**src/rtl/vde_addrgen.sv**
```systemverilog
// Frame-buffer read-address generator driven by the timing controller's data-enable.
// Supports integer pixel/line replication and double-buffered frame banks.
module vde_addrgen #(
    parameter int unsigned ADDR_W    = 18,
    parameter int unsigned H_ACTIVE  = 640,
    parameter int unsigned V_ACTIVE  = 480,
    parameter int unsigned H_DIV     = 2,
    parameter int unsigned V_DIV     = 2,
    parameter int unsigned BASE_ADDR = 0,
    parameter int unsigned BANK_SIZE = 76800
) (
    input  logic              clk,
    input  logic              Reset_Main,
    input  logic              VtcVde,
    input  logic              VtcVsync,
    input  logic              bank_sel,
    output logic [ADDR_W-1:0] addr,
    output logic              en_ram,
    output logic              line_done,
    output logic              frame_done,
    output logic              ovf_err
);

    localparam int unsigned SRC_W  = H_ACTIVE / H_DIV;
    localparam int unsigned SRC_H  = V_ACTIVE / V_DIV;
    localparam int unsigned HSUB_W = (H_DIV > 1) ? $clog2(H_DIV) : 1;
    localparam int unsigned COL_W  = (SRC_W > 1) ? $clog2(SRC_W) : 1;
    localparam int unsigned VSUB_W = (V_DIV > 1) ? $clog2(V_DIV) : 1;
    localparam int unsigned ROW_W  = (SRC_H > 1) ? $clog2(SRC_H) : 1;
    localparam int unsigned PIX_W  = $clog2(H_ACTIVE + 1);

    localparam logic [HSUB_W-1:0] HSUB_LAST = HSUB_W'(H_DIV - 1);
    localparam logic [COL_W-1:0]  COL_LAST  = COL_W'(SRC_W - 1);
    localparam logic [VSUB_W-1:0] VSUB_LAST = VSUB_W'(V_DIV - 1);
    localparam logic [ROW_W-1:0]  ROW_LAST  = ROW_W'(SRC_H - 1);
    localparam logic [PIX_W-1:0]  PIX_MAX   = PIX_W'(H_ACTIVE);
    localparam logic [ADDR_W-1:0] BASE_A    = ADDR_W'(BASE_ADDR);
    localparam logic [ADDR_W-1:0] BANK_A    = ADDR_W'(BANK_SIZE);
    localparam logic [ADDR_W-1:0] SRC_W_A   = ADDR_W'(SRC_W);

    logic [HSUB_W-1:0] hsub_q, hsub_d;
    logic [COL_W-1:0]  col_q, col_d;
    logic [VSUB_W-1:0] vsub_q, vsub_d;
    logic [ROW_W-1:0]  row_q, row_d;
    logic [PIX_W-1:0]  pix_q, pix_d;
    logic              bank_q, bank_d;
    logic              vde_dly_q, vs_dly_q;
    logic [ADDR_W-1:0] addr_q, addr_d;
    logic              en_q, en_d;
    logic              line_done_q, line_done_d;
    logic              frame_done_q, frame_done_d;
    logic              ovf_q, ovf_d;

    logic line_end, frame_start;

    assign line_end    = vde_dly_q & ~VtcVde;
    assign frame_start = ~vs_dly_q & VtcVsync;

    always_comb begin
        hsub_d       = hsub_q;
        col_d        = col_q;
        vsub_d       = vsub_q;
        row_d        = row_q;
        pix_d        = pix_q;
        bank_d       = bank_q;
        addr_d       = addr_q;
        en_d         = 1'b0;
        line_done_d  = 1'b0;
        frame_done_d = 1'b0;
        ovf_d        = ovf_q;

        if (line_end) begin
            line_done_d = 1'b1;
            hsub_d      = '0;
            col_d       = '0;
            pix_d       = '0;
            if (vsub_q == VSUB_LAST) begin
                vsub_d = '0;
                if (row_q == ROW_LAST) begin
                    row_d        = '0;
                    frame_done_d = 1'b1;
                end else begin
                    row_d = row_q + ROW_W'(1);
                end
            end else begin
                vsub_d = vsub_q + VSUB_W'(1);
            end
        end

        // Frame start overrides line-end bookkeeping and feeds a coincident pixel.
        if (frame_start) begin
            hsub_d = '0;
            col_d  = '0;
            vsub_d = '0;
            row_d  = '0;
            pix_d  = '0;
            bank_d = bank_sel;
        end

        if (VtcVde) begin
            en_d   = 1'b1;
            addr_d = BASE_A + (bank_d ? BANK_A : '0)
                   + ADDR_W'(row_d) * SRC_W_A + ADDR_W'(col_d);
            if (hsub_d == HSUB_LAST) begin
                hsub_d = '0;
                col_d  = (col_d == COL_LAST) ? '0 : col_d + COL_W'(1);
            end else begin
                hsub_d = hsub_d + HSUB_W'(1);
            end
            if (pix_d == PIX_MAX) begin
                ovf_d = 1'b1;
            end else begin
                pix_d = pix_d + PIX_W'(1);
            end
        end
    end

    always_ff @(posedge clk or negedge Reset_Main) begin
        if (!Reset_Main) begin
            hsub_q       <= '0;
            col_q        <= '0;
            vsub_q       <= '0;
            row_q        <= '0;
            pix_q        <= '0;
            bank_q       <= 1'b0;
            vde_dly_q    <= 1'b0;
            vs_dly_q     <= 1'b0;
            addr_q       <= '0;
            en_q         <= 1'b0;
            line_done_q  <= 1'b0;
            frame_done_q <= 1'b0;
            ovf_q        <= 1'b0;
        end else begin
            hsub_q       <= hsub_d;
            col_q        <= col_d;
            vsub_q       <= vsub_d;
            row_q        <= row_d;
            pix_q        <= pix_d;
            bank_q       <= bank_d;
            vde_dly_q    <= VtcVde;
            vs_dly_q     <= VtcVsync;
            addr_q       <= addr_d;
            en_q         <= en_d;
            line_done_q  <= line_done_d;
            frame_done_q <= frame_done_d;
            ovf_q        <= ovf_d;
        end
    end

    assign addr       = addr_q;
    assign en_ram     = en_q;
    assign line_done  = line_done_q;
    assign frame_done = frame_done_q;
    assign ovf_err    = ovf_q;

endmodule

```
**config.mk**
```make
export PLATFORM = sky130hd
export DESIGN_NAME = vde_addrgen
export DESIGN_NICKNAME = d
export VERILOG_FILES = /design/src/rtl/vde_addrgen.sv
export SDC_FILE = /design/constraint.sdc
export NUM_CORES = 1
export LEC_CHECK = 0
export BUFFER_PORTS_ARGS = -buffer_cell sky130_fd_sc_hd__buf_4
export CAP_MARGIN = 40
export CORE_ASPECT_RATIO = 0.6
export CORE_MARGIN = 5
export CORE_UTILIZATION = 55
export DETAILED_ROUTE_END_ITERATION = 16
export MAX_ROUTING_LAYER = met4
export PLACE_DENSITY_LB_ADDON = 0.05
export SYNTH_ARGS = -nofsm -noshare
export SYNTH_HDL_FRONTEND = slang
export SYNTH_SLANG_ARGS = --single-unit
```
**constraint.sdc**
```tcl
create_clock -name clk -period 5.26 [get_ports clk]
set_input_delay 0 -clock clk [delete_from_list [all_inputs] [get_ports clk]]
set_output_delay 0 -clock clk [all_outputs]
set_load 0.005 [all_outputs]
```
==> results by group, run 1 <==
Worst setup path
  • Worst path required time: 5.45 ns
  • CP Launch Type: flip-flop
  • WS Path Type: reg2reg
  • CP Cell Sequence: nand2b_1 > inv_2 > and2_1 > nand4_1 > xor2_1 > nor2_1 > ha_1 > ha_1 > fa_1 > xor2_1 > ha_1 > and4_1 > a2111oi_1 > nor4b_1 > o21ai_0 > xnor2_1 > a21oi_1
  • CP most frequent cell: ha_1
  • CP Buf/Inv Count: 1
  • Critical Path AT: 4.54 ns
  • Worst reg2reg path depth: 17
  • Crit path max-delay family: adder cells
  • WP depth: 17
  • Crit end category: flip-flop
  • Worst-path maximum fanout: 9
  • Crit-path slowest cell: a2111oi_1
  • Slowest stage delay, CP: 0.48 ns

CTS
  • Worst skew pair latency: slightly above 0.3 ns
  • CTS buffer count: 5
  • CTS tree: done
  • Clock root cell: clkbuf_8
  • Htree depth: 2
  • CTS Buffer Depth: 2
  • CTS resizes: 0
  • CTS Hold Bufs: 2
  • Post-CTS Setup Repair Bufs: 0
  • Reg clk slew, reported paths: 0.10 ns
  • Clock sinks: 53

Timing
  • Clk_skew: 0.01077 ns
  • Final setup TNS: 0 ns
  • Crit path time final: roughly 4.4 ns
  • Max Transition Viols Final: 0
  • Unrepaired setup endpoints after global routing: false
  • Hold Slack: 0.01091 ns
  • Max Freq: 229.7 MHz
  • Worst Tran Pin Value: roughly 0.66 ns
  • Final Setup Violations: 0
  • Final Hold Vio Count: 0
  • Tcrit/Tclk final: 0.8275
  • Relative slew margins: 0.5627

Drt
  • DRT Wirelength: 6506 um
  • Initial drt markers: 163
  • Vias per cell: 5.548
  • Via count: 2347
  • DRT Pass-1 Iters: 5
  • Routed len/inst: 15.38 um
  • Antenna Nets Post-Route: 0
  • DR DRC count: 0

Layout
  • Nets@finish: 381
  • Share of cells above drive strength 1: 0.1412
  • Finished Layout Cells: 423
  • Final core utilization: 0.6295
  • Fillers: 465
  • # diodes: 0
  • Area grow syn2layout: 11.71%

Global route
  • Grt total ovfl: 0
  • Vias in the first global route: 2155
  • Largest net degree at the start of global routing: 54
  • Global-route wire length before repair: 10920 um
  • Antenna violations before repair: 0
  • GRT Overall Usage: 0.1995

Yosys
  • Yosys warns: 0
  • Synth top area cells: dfrtp_1, ha_1, xor2_1
  • FFs w/ async S/R, synth: 1.000
  • Distinct cells, synth: 48
  • Post-synth EDFFs: 0
  • Area fraction of the dominant cell type after synthesis: 0.4266
  • Sequential area share after synthesis: 0.4266
  • Cell area after synthesis: 3109 um^2
  • Register bit count reported by yosys: 53
  • Synth area leader: dfrtp_1
  • Syn Nets: 353
  • Syn Area/Cell: 9.567 um^2
  • Mapped Cells: roughly 330
  • Synth Flop Type: dfrtp_1

Pwr
  • Sw frac: 0.2867
  • P_leak: 1.696 nW
  • Worst IR Drop VDD: 0.1313 mV
  • Combinational share of power: 0.150
  • Total chip power: 0.0008134 W
  • Seq pwr share: 0.553
  • Clk network pwr share: 0.297
  • Pwr per Cell Area: 234.2 nW/um^2
  • Internal: just under 0.0006 W
  • P_sw: roughly 0.00023 W

Placed design
  • Port-buffer cells: 26
  • DP Wirelength: approximately 4800 um
  • Placer Congestion: about 0.85
  • Placed cell count: 413

Floorplan
  • Core area: 5518 um^2
  • # IOs: 27
  • Starting Density: 0.5635
  • Row cnt: 21
  • Die Height: 68.24 um
  • Die ar.: between 7000 and 8000 um^2
  • DIE WIDTH: between 100 and 150 um

Run
  • MaxCap Viol Count: 0

Min path
  • WHS Path Cells: 3
  • Tightest Hold Check Type: in2reg

Outcome
  • Outcome: finished clean
## logic make-up after synthesis
kind of cell             share of synthesized area
AO/OA/AOI/OAI                              0.09980
AND/OR/NAND/NOR                             0.2032
flip-flops                                  0.4266
buffers and inverters                      0.03420
adder cells (fa/ha/maj)                    0.09738
XOR/XNOR                                   0.09296
multiplexers                               0.04588
## layout by cell type (no fill, tap or decap), types with 11 or more instances in the layout
master | Yosys | routed
nor3_1 | 12 | 12
nor2_1 | 37 | 37
a21oi_1 | 12 | 12
xnor2_1 | 13 | 13
nand2_1 | 33 | 33
buf_4 | 0 | 27
nand3_1 | 14 | 14
dfrtp_1 | 53 | 53
inv_1 | 17 | 17
ha_1 | 21 | 21
xor2_1 | 20 | 20
o21ai_0 | 11 | 11
## path summary, 6_finish.rpt
check / start / endpoint / slack (ns)
max: en_ram$_DFF_PN0_ / addr[15]$_DFFE_PN0P_ / 0.91
min: bank_sel / bank_q$_DFF_PN0_ / 0.01
max reg2reg: en_ram$_DFF_PN0_ / addr[15]$_DFFE_PN0P_ / 0.91
min reg2reg: ovf_err$_DFFE_PN0P_ / ovf_err$_DFFE_PN0P_ / 0.50
max in group asynchronous: Reset_Main / row_q[4]$_DFF_PN0_ / 4.55
min in group asynchronous: Reset_Main / addr[1]$_DFFE_PN0P_ / 0.26
## metrics by stage
stage / area [um^2] / setup WS [ns]
after floorplan: 3109 / 1.337
after global placement: 3359 / 1.047
after detailed placement: 3359 / 0.8822
after CTS: 3473 / 0.9121
after global routing: 3473 / 0.5592
final: 3473 / 0.9073
## worst reg2reg max path, cell delays in order (launching register included)
cell       delay, ns
dfrtp_1         0.40
nand2b_1        0.23
inv_2           0.16
and2_1          0.17
nand4_1         0.12
xor2_1          0.15
nor2_1          0.19
ha_1            0.27
ha_1            0.23
fa_1            0.44
xor2_1          0.19
ha_1            0.34
and4_1          0.22
a2111oi_1       0.48
nor4b_1         0.11
o21ai_0         0.28
xnor2_1         0.16
a21oi_1         0.08
## cells in the mapped netlist, types with 2 or more instances
master	n
nor2b_1	3
inv_1	17
nor4_1	3
ha_1	21
o211ai_1	2
a21o_1	3
fa_1	2
buf_1	2
o21ai_0	11
clkbuf_1	4
xor2_1	20
mux2i_1	3
o21bai_1	3
o21a_1	3
a21oi_1	12
nand2_1	33
and4_1	3
nand2b_1	4
and2_1	3
nand4b_1	3
nor3_1	12
mux2_2	10
dfrtp_1	53
a31oi_1	2
nand4_1	5
o21ai_1	2
a211oi_1	2
and3_1	3
nand3_1	14
xnor2_1	13
nor2_1	37
## per-layer routing
metal	vias to the layer above	share of wire	track usage
li1	1184	-	-
met1	1102	0.58	0.3209
met2	54	0.37	0.2484
met3	7	0.042	0.03676
met4	0	0.0095	0.04785
met5	-	0	-
## cell type report
cell class	instances	area, um^2	area share
Timing Repair Buffer	29	222.7	0.06412
Multi-Input combinational cell	246	1677	0.4827
Sequential cell	53	1326	0.3818
Clock buffer	5	68.82	0.01981
Clock inverter	3	25.02	0.007205
Tap cell	69	86.33	0.02486
Inverter	18	67.56	0.01945
## power groups by stage
| stage | clock [W] | sequential (W) | combinational, W |
|---|---|---|---|
| floorplan | 0 | 0.000454 | 0.0000714 |
| global placement | 0 | 0.000457 | 0.000118 |
| detailed placement | 0 | 0.000456 | 0.000122 |
| CTS | 0.000251 | 0.000449 | 0.000123 |
| global route | 0.000269 | 0.000453 | 0.000138 |
| finish | 0.000242 | 0.000450 | 0.000122 |
## state kept, by name, summed over array words and instances, names as in the netlist
register and flops:
pix_q 10, row_q 8, addr 18, hsub_q 1
vsub_q 1, ovf_err 1, bank_q 1, frame_done 1
en_ram 1, col_q 9, line_done 1, vs_dly_q 1
No activity file was read; power rests on OpenSTA's default activity.
==> run 2: changes to the inputs <==
- CORE_UTILIZATION: 55 -> 54
- clock period: 5.26 -> 3.5 ns (I/O delays scaled with it)
==> results by group, run 2 (synthesized netlist as in run 1, its figures left out) <==
Timing
  • Clk_skew: 0.005395 ns (-0.005376 ns)
  • Relative slew margins: 0.5544 (-0.008335)
  • Tcrit/Tclk final: 1.049 (+0.2210)
  • Crit path time final: 3.670 ns (-0.6828 ns)
  • Max Freq: 272.5 MHz (+19%)
  • Worst Tran Pin Value: 0.6684 ns (+0.01250 ns)
  • Max Transition Viols Final: 0 (unchanged)
  • Final Hold Vio Count: 0 (unchanged)
  • Final setup TNS: -0.7837 ns (-0.7837 ns)
  • Final Setup Violations: 6 (+6)
  • Unrepaired setup endpoints after global routing: true
  • Fin worst setup slack: -0.1699 ns (-1.077 ns)

Worst setup path
  • Worst-path maximum fanout: 4 (-5)
  • CP Launch Type: flip-flop
  • Slowest stage delay, CP: 0.41 ns (-0.07 ns)
  • Critical Path AT: 3.87 ns (-0.67 ns)
  • CP Launch Point: en_ram$_DFF_PN0_
  • Crit end category: flip-flop
  • Crit-path slowest cell: dfrtp_1
  • Worst R2R Start: en_ram$_DFF_PN0_
  • Worst path required time: 3.70 ns (-1.75 ns)
  • CP Cell Sequence: nand2b_1 > inv_4 > and2_4 > nand4_1 > xor2_2 > nor2_4 > buf_4 > ha_1 > ha_1 > xor2_2 > ha_1 > buf_4 > buf_4 > nand3_1 > o21ai_2 > a31o_2 > xor2_1 > mux2_2
  • WS Path Type: reg2reg

Placed design
  • Placer Congestion: 0.9429 (+11%)
  • Port-buffer cells: 26 (unchanged)
  • DP Wirelength: 5242 um (+10%)

Layout
  • # diodes: 0 (unchanged)
  • Nets@finish: 423 (+11%)
  • Commonest non-fill, non-tap cell in the layout: buf_4
  • Max reg flops: 18 (unchanged)
  • Share of cells above drive strength 1: 0.2955 (+0.1542)
  • Area grow syn2layout: 28.25%
  • Most frequent cells in the layout: buf_4, dfrtp_1, nor2_1, nand2_1, ha_1

CTS
  • Worst skew pair latency: 0.31 ns (about the same)
  • Htree depth: 2 (unchanged)
  • Reg clk slew, reported paths: 0.10 ns (about the same)
  • Clock root cell: clkbuf_8
  • CTS Buffer Depth: 2 (unchanged)
  • CTS tree: done
  • Clock sinks: 53 (unchanged)
  • CTS buffer count: 5 (unchanged)

Pwr
  • Combinational share of power: 0.175 (+0.025)
  • Pwr per Cell Area: 338.6 nW/um^2 (+45%)
  • P_leak: 1.924 nW (+13%)
  • Sw frac: 0.2640 (-0.02268)
  • Seq pwr share: 0.499 (-0.054)
  • Total chip power: 0.001350 W (+66%)
  • Internal: 0.0009938 W (+71%)
  • P_sw: 0.0003565 W (+53%)
  • Worst IR Drop VDD: 0.2306 mV (+76%)
  • Clk network pwr share: 0.326 (+0.029)

Global route
  • GRT Overall Usage: 0.2203 (+0.02076)
  • Grt total ovfl: 0 (unchanged)
  • Antenna violations before repair: 0 (unchanged)
  • Vias in the first global route: 2541 (+18%)
  • Largest net degree at the start of global routing: 54 (unchanged)
  • Global-route wire length before repair: 12320 um (+13%)

Floorplan
  • Row cnt: 21 (unchanged)
  • DIE WIDTH: 108.0 um (+0.84%)
  • Die Height: 68.78 um (+0.78%)
  • Starting Density: 0.5582 (-0.005316)
  • Core area: 5570 um^2 (+0.95%)
  • Die ar.: 7425 um^2 (+1.6%)
  • # IOs: 27 (unchanged)

Run
  • MaxCap Viol Count: 0 (unchanged)

Drt
  • Antenna Nets Post-Route: 0 (unchanged)
  • DR DRC count: 0 (unchanged)
  • Routed len/inst: 15.21 um (-1.1%)
  • Initial drt markers: 152 (-6.7%)
  • Via count: 2507 (+6.8%)
  • DRT Pass-1 Iters: 4 (-1)
  • DRT Wirelength: 7241 um (+11%)
  • Vias per cell: 5.267 (-5.1%)

Min path
  • Tightest Hold Check Type: in2reg
  • Hold_sp: bank_sel

Outcome
  • Outcome: complete, but fails checks
  • Failing checks: negative setup slack
==> run 2: cell type report <==
type | count | area, um^2
clock buffer | 6 | 82.58
clock inverter | 2 | 37.54
fill | 427 | 1583
inverter | 18 | 70.07
multi-input combinational | 246 | 1833
sequential | 53 | 1326
tap | 80 | 100.1
timing repair buffer | 71 | 538.0
==> run 2: per-stage QoR <==
stage / area [um^2] / cells / hold WS, ns / utilization / setup WS (ns)
after floorplan: 3147 / 325 / -0.2956 / - / -0.06356
after global placement: 3674 / 459 / 0.08056 / 0.6595 / -0.07110
after detailed placement: 3674 / 459 / 0.08321 / 0.6595 / -0.2730
after CTS: 3890 / 473 / 0.04003 / 0.6983 / -0.1263
after global routing: 3988 / 476 / 0.07482 / 0.7159 / -0.3607
final: 3988 / 476 / 0.03504 / 0.7159 / -0.1699
==> run 2: worst max-delay path, delay by kind of cell (launching register included) <==
family,cells,cell delay [ns]
mux,1,0.27
fa+ha+maj,3,0.99
simple gates,5,0.58
buf+inv,4,0.45
flops,1,0.41
compound gates,2,0.30
xor+xnor,3,0.55
==> run 2: repair_timing <==
action / CTS / global route
buffers inserted: 4 / 3
pin swaps: 17 / 14
setup endpoints to repair: 6 / 6
endpoints found under the hold margin: 54 / 0
resized for setup: 9 / 14
hold buffers: 2 / 0
==> run 2: power groups by stage <==
| stage | Clock, W | Sequential (W) | Combinational (W) |
|---|---|---|---|
| after detailed placement | 0 | 0.000682 | 0.000218 |
| after global placement | 0 | 0.000681 | 0.000214 |
| after global routing | 0.000471 | 0.000678 | 0.000264 |
| after CTS | 0.000451 | 0.000673 | 0.000225 |
| after floorplan | 0 | 0.000683 | 0.000109 |
| final | 0.000440 | 0.000674 | 0.000236 |
==> run 2: final timing paths <==
check / end / slack (ns) / depth (start not counted)
setup / recovery: addr[14]$_DFFE_PN0P_ / -0.17 / 18
hold / removal: bank_q$_DFF_PN0_ / 0.04 / 3
setup reg to reg: addr[14]$_DFFE_PN0P_ / -0.17 / 18
hold reg to reg: ovf_err$_DFFE_PN0P_ / 0.51 / 1
max in group asynchronous: pix_q[9]$_DFF_PN0_ / 2.77 / 2
min in group asynchronous: addr[14]$_DFFE_PN0P_ / 0.26 / 2
==> run 2: layer usage <==
layer	GRT usage	up-vias	wire, um
met4	0.04724	0	51
met1	0.3374	1183	3867
met5	-	-	0
li1	-	1262	-
met3	0.04372	7	382
met2	0.2980	55	2940
